$ cat src/rtl/edge_scoreboard_mc.sv
// Multi-channel edge scoreboard: counts rise/fall strobes per channel and matches
// them in order against a queue of expected edges, each within a WIN-cycle window.
module edge_scoreboard_mc #(
  parameter int unsigned NCH   = 4,
  parameter int unsigned CNT_W = 16,
  parameter int unsigned DEPTH = 8,
  parameter int unsigned WIN   = 16
) (
  input  logic                   clk,
  input  logic                   reset,
  input  logic                   enable,
  input  logic [NCH-1:0]         rise_obs,
  input  logic [NCH-1:0]         fall_obs,
  input  logic                   exp_valid,
  output logic                   exp_ready,
  input  logic [$clog2(NCH)-1:0] exp_ch,
  input  logic                   exp_pol,
  input  logic                   report_req,
  output logic [NCH*CNT_W-1:0]   rise_cnt,
  output logic [NCH*CNT_W-1:0]   fall_cnt,
  output logic [CNT_W-1:0]       match_cnt,
  output logic [CNT_W-1:0]       miss_cnt,
  output logic [CNT_W-1:0]       unexp_cnt,
  output logic [$clog2(DEPTH):0] pending,
  output logic                   err
);

  localparam int unsigned CH_W  = $clog2(NCH);
  localparam int unsigned AW    = $clog2(DEPTH);
  localparam int unsigned PW    = AW + 1;
  localparam int unsigned PC_W  = $clog2(2 * NCH + 1);
  localparam int unsigned SUM_W = CNT_W + PC_W;
  localparam int unsigned AGE_W = (WIN > 1) ? $clog2(WIN) : 1;

  typedef struct packed {
    logic [CH_W-1:0] ch;
    logic            pol;
  } exp_t;

  typedef enum logic {S_IDLE, S_WAIT} state_t;

  exp_t             mem [DEPTH];
  logic [AW-1:0]    wr_ptr;
  logic [AW-1:0]    rd_ptr;
  state_t           state;
  logic [AGE_W-1:0] age;
  logic [CNT_W-1:0] rise_q [NCH];
  logic [CNT_W-1:0] fall_q [NCH];

  exp_t             head;
  logic             hit;
  logic             timeout;
  logic             pop;
  logic             push;
  logic [PC_W-1:0]  obs;
  logic [PC_W-1:0]  unexp_add;
  logic [PW-1:0]    pending_nx;

  // Saturating add; the sum is wide enough that a multi-edge increment cannot wrap.
  function automatic logic [CNT_W-1:0] sat_add(input logic [CNT_W-1:0] a,
                                               input logic [PC_W-1:0]  b);
    logic [SUM_W-1:0] s;
    s = SUM_W'(a) + SUM_W'(b);
    return (s[SUM_W-1:CNT_W] != '0) ? '1 : s[CNT_W-1:0];
  endfunction

  // Head compare, timeout, and this cycle's unexpected-edge count.
  always_comb begin
    head    = mem[rd_ptr];
    hit     = 1'b0;
    obs     = '0;
    if (enable && state == S_WAIT)
      hit = head.pol ? rise_obs[head.ch] : fall_obs[head.ch];
    timeout = enable && (state == S_WAIT) && !hit && (age == AGE_W'(WIN - 1));
    pop     = hit | timeout;
    push    = exp_valid & exp_ready;
    if (enable) begin
      for (int i = 0; i < NCH; i++)
        obs = obs + PC_W'(rise_obs[i]) + PC_W'(fall_obs[i]);
    end
    unexp_add  = obs - PC_W'(hit);
    pending_nx = pending + PW'(push) - PW'(pop);
  end

  always_ff @(posedge clk) begin
    if (reset && push)
      mem[wr_ptr] <= '{ch: exp_ch, pol: exp_pol};
  end

  always_ff @(posedge clk) begin
    if (!reset) begin
      wr_ptr    <= '0;
      rd_ptr    <= '0;
      pending   <= '0;
      exp_ready <= 1'b1;
      state     <= S_IDLE;
      age       <= '0;
      match_cnt <= '0;
      miss_cnt  <= '0;
      unexp_cnt <= '0;
      err       <= 1'b0;
      for (int i = 0; i < NCH; i++) begin
        rise_q[i] <= '0;
        fall_q[i] <= '0;
      end
    end else begin
      if (push) wr_ptr <= wr_ptr + AW'(1);
      if (pop)  rd_ptr <= rd_ptr + AW'(1);
      pending   <= pending_nx;
      exp_ready <= (pending_nx != PW'(DEPTH));

      case (state)
        S_IDLE: if (pending_nx != '0) state <= S_WAIT;
        S_WAIT: if (pending_nx == '0) state <= S_IDLE;
        default: state <= S_IDLE;
      endcase

      // Age restarts for every new head and holds while disabled.
      if (pop)
        age <= '0;
      else if (enable && state == S_WAIT)
        age <= age + AGE_W'(1);

      if (enable) begin
        for (int i = 0; i < NCH; i++) begin
          rise_q[i] <= sat_add(rise_q[i], PC_W'(rise_obs[i]));
          fall_q[i] <= sat_add(fall_q[i], PC_W'(fall_obs[i]));
        end
      end
      match_cnt <= sat_add(match_cnt, PC_W'(hit));
      miss_cnt  <= sat_add(miss_cnt, PC_W'(timeout));
      unexp_cnt <= sat_add(unexp_cnt, unexp_add);
      if (timeout || unexp_add != '0) err <= 1'b1;
    end
  end

  for (genvar g = 0; g < NCH; g++) begin : g_pack
    assign rise_cnt[g*CNT_W +: CNT_W] = rise_q[g];
    assign fall_cnt[g*CNT_W +: CNT_W] = fall_q[g];
  end

`ifndef SYNTHESIS
  logic report_q;

  // Summary print, once on the first sampled-high cycle of each request pulse.
  always_ff @(posedge clk) begin
    if (!reset) report_q <= 1'b0;
    else        report_q <= report_req;
    if (report_req && !report_q) begin
      $display("edge_scoreboard_mc report: match=%0d miss=%0d unexp=%0d pending=%0d",
               match_cnt, miss_cnt, unexp_cnt, pending);
      for (int i = 0; i < NCH; i++)
        $display("edge_scoreboard_mc report: ch%0d rise=%0d fall=%0d", i, rise_q[i], fall_q[i]);
    end
  end
`endif

endmodule

$ cat config.mk
export PLATFORM = sky130hd
export DESIGN_NAME = edge_scoreboard_mc
export DESIGN_NICKNAME = d
export VERILOG_FILES = /design/src/rtl/edge_scoreboard_mc.sv
export SDC_FILE = /design/constraint.sdc
export NUM_CORES = 1
export LEC_CHECK = 0
export CORE_MARGIN = 3
export CORE_UTILIZATION = 50
export CTS_BUF_LIST = sky130_fd_sc_hd__clkbuf_8
export DETAILED_ROUTE_END_ITERATION = 10
export PLACE_DENSITY = 0.79
export SKIP_CTS_REPAIR_TIMING = 1
export SLEW_MARGIN = 15
export SYNTH_ARGS = -nofsm -noshare
export SYNTH_HDL_FRONTEND = slang
export SYNTH_SLANG_ARGS = --single-unit
$ cat constraint.sdc
create_clock -name clk -period 5.09 [get_ports clk]
set_clock_uncertainty 0.1 [all_clocks]
set_input_delay 0.7635 -clock clk [delete_from_list [all_inputs] [get_ports clk]]
set_output_delay 0.7635 -clock clk [all_outputs]
set_load 0.005 [all_outputs]
==> results.cfg <==
[clock_network]
tritoncts = built
root_buffer = clkbuf_8
cts.sink_count = 220
cts.clk_slew.worst_paths_ps = 60
cts_buffer_depth = 3
insertion_delay_ps = 520
cts_buffers = 39
h-tree-depth = 2

[floorplan]
placeableCoreArea_um2 = 22030
start_util_pct = 51.45
die_x_um = 156.5
die-area_um2 = 24510
pin_count = 198
row_count = 54
die_h_um = 156.5

[worst_setup_path]
arrival_ps = 5090
timing.rr.end = unexp_cnt[14]
cp-end-kind = flop
crit_required_ps = 5370
r2r_cells = 19
crit_fanout = 3
crit_type = input pin to flop
startpoint_type = input pin
rrSetupSlack_ps = 460

[synthesis]
synth-adder-area-share_pct = 5.035
synthTopCellsByCount = 155 x a21oi_1, 152 x edfxtp_1, 79 x nand3_1
syn_area_per_cell_um2 = 10.51
yosys.area.top_type = edfxtp_1
synthCells = 1078
ys_seq_area_share_pct = 52.29
yosysUniqueCellTypes = 53
synth-edff-count = 152
synth_compound_area_share_pct = 10.61
async_flop_share_pct = 0
synthSimpleGateAreaFrac_pct = 16.10
yosys_warnings = 0
synthXorXnorAreaFrac_pct = 9.584
synth_top_family_by_area = simple AND/OR/NAND/NOR gates
post-synth-top-area-fraction_pct = 40.28
synthMuxAreaShare_pct = 2.760
synth-seq-cells = 220
syn_area_um2 = 11330
syn_nets = 1136
synthTopCellsByArea = edfxtp_1 40%, dfxtp_1 12%, a21oi_1 6.8%
yosysMostFrequentCell = a21oi_1
ys.flop_type = edfxtp_1

[timing]
slew_violations = 0
period_needed_ps = 4808
tightest_slew_ps = 900.9
worst_slack_ps = 281.9
slew_headroom_pct = 39.94
grt_setup_unrepaired = no
fmax_mhz = 208.0
finalHoldViolations = 0
final-setup-viol-count = 0
hold-worst-slack_ps = 377.3
finalCritPeriodShare_pct = 94.46

[cells_and_area]
multiInputGateArea_um2 = 5065
drive_above_1_share_pct = 7.455
nFillCells = 1703
fin_nets = 1358
diodes = 0
register_area_um2 = 5926
area_delta_synth_final_pct = 27.43

[power_and_ir_drop]
p_leak_uw = 0.005153
combPwrFrac_pct = 20.4
power_frac_seq_pct = 48.3
internal_power_uw = 3281
vdd_drop_max_mv = 0.1953
switching_share_pct = 27.94
power.switching_uw = 1272
power_frac_clock_pct = 31.2
powerDensity_nw_per_um2 = 315.3

[global_route]
grt_pass1_wl_um = 43100
antenna_found_initial = 0
grt_max_degree = 93
first_global_vias = 8664
grt_util_met3_pct = 6.001
overflow = 0
grt_busiest_layer = met2
grt_use_met2_pct = 34.31
use_met1_pct = 28.45
gr-usage-all-layers_pct = 21.17

[detailed_routing]
route.detailed.drc = 0
drt_wl_total_um = 26450
ant_nets = 0
drtIter0Drc = 610
viasPerCell = 5.631
wire_per_inst_um = 16.45
drt_first_pass_iters = 5
vias = 9054

[min_path]
whs_path_depth = 2
min_to = age[1]
min_from = age[1]
hp-class = flop to flop

[placed_design]
gp_congestion = 0.8237
detailed_place_hpwl_um = 18240
place_worst_setup_slack_ps = -742.2
port_buffers = 196

[run]
maxCapViolCount = 0

[status]
outcome = complete, no violations
critical path, cell delays in order:
cell            delay, ps
dlymetal6s2s_1        140
inv_1                  80
fa_1                  580
fa_1                  450
fa_1                  520
inv_1                  40
ha_2                  170
fa_1                  570
nand2_1                70
ha_1                  220
xnor2_2               150
ha_1                  300
a21o_1                150
a21oi_4                80
nor4b_4               280
buf_4                 170
nand3_1                90
nor3b_2               180
nor3_1                 70
per-stage QoR:
stage / cell area [um2] / power, uW / setup TNS (ps) / util, % / std cells
2_1_floorplan: 11340 / 2745 / 0 / - / 1078
3_3_place_gp: 13690 / 3120 / -9281 / 62.16 / 1536
3_5_place_dp: 13690 / 3149 / -9687 / 62.16 / 1536
4_1_cts: 14360 / 4591 / -1476 / 65.21 / 1605
5_1_grt: 14440 / 4815 / 0 / 65.56 / 1608
6_report: 14440 / 4553 / 0 / 65.56 / 1608
state kept, by name (all words and copies together), names as in the netlist, named ones only:
name / flops
wr_ptr: 3
rd_ptr: 3
mem: 24
state: 1
exp_ready: 1
unexp_cnt: 16
fall_q: 64
match_cnt: 16
rise_q: 64
err: 1
age: 4
miss_cnt: 16
pending: 4
worst max path at each step:
stage                           start            end  slack [ps]  depth (start not counted)
final                     rise_obs[0]  unexp_cnt[14]         280                         19
after floorplan           rise_obs[0]   unexp_cnt[2]          40                         17
after global placement    rise_obs[0]  unexp_cnt[10]        -660                         18
after global routing      rise_obs[0]   unexp_cnt[6]          60                         19
after detailed placement  rise_obs[0]  unexp_cnt[14]        -740                         20
after CTS                 rise_obs[0]  unexp_cnt[14]        -230                         20
area by class of cell:
| class | count | area share, % |
|---|---|---|
| Clock buffer | 40 | 3.812 |
| Clock inverter | 29 | 0.8318 |
| Inverter | 57 | 1.482 |
| Multi-Input combinational cell | 755 | 35.07 |
| Sequential cell | 220 | 41.04 |
| Tap cell | 280 | 2.426 |
| Timing Repair Buffer | 227 | 15.34 |
routing by layer:
metal | wire length (um) | vias to the layer above
met5 | 0 | -
met1 | 11490 | 4304
li1 | - | 4424
met2 | 12390 | 290
met4 | 367 | 0
met3 | 2200 | 36
power groups by stage:
stage | clock [uW] | sequential (uW) | combinational [uW]
2_1_floorplan | 0 | 2210 | 535
3_3_place_gp | 0 | 2230 | 888
3_5_place_dp | 0 | 2240 | 913
4_1_cts | 1470 | 2200 | 922
5_1_grt | 1550 | 2220 | 1040
6_report | 1420 | 2200 | 930
placed cells by master, fill, tap and decap left out, types with 35 or more instances in the layout:
master | synthesis | layout
a21oi_1 | 155 | 153
xor2_1 | 65 | 65
nand3_1 | 79 | 79
edfxtp_1 | 152 | 152
nor2_1 | 58 | 58
dfxtp_1 | 68 | 68
ha_1 | 36 | 35
clkbuf_8 | 0 | 40
nor3_1 | 39 | 38
nand4_1 | 44 | 44
xnor2_1 | 59 | 58
inv_1 | 57 | 71
clkdlybuf4s50_1 | 0 | 193
nand2_1 | 54 | 53
cell families after synthesis:
logic type,Yosys count
buffers and inverters,103
AO/OA/AOI/OAI,216
XOR/XNOR,124
adder cells (fa/ha/maj),42
flip-flops,220
AND/OR/NAND/NOR,350
multiplexers,23
(Power assumes the default switching activity.)
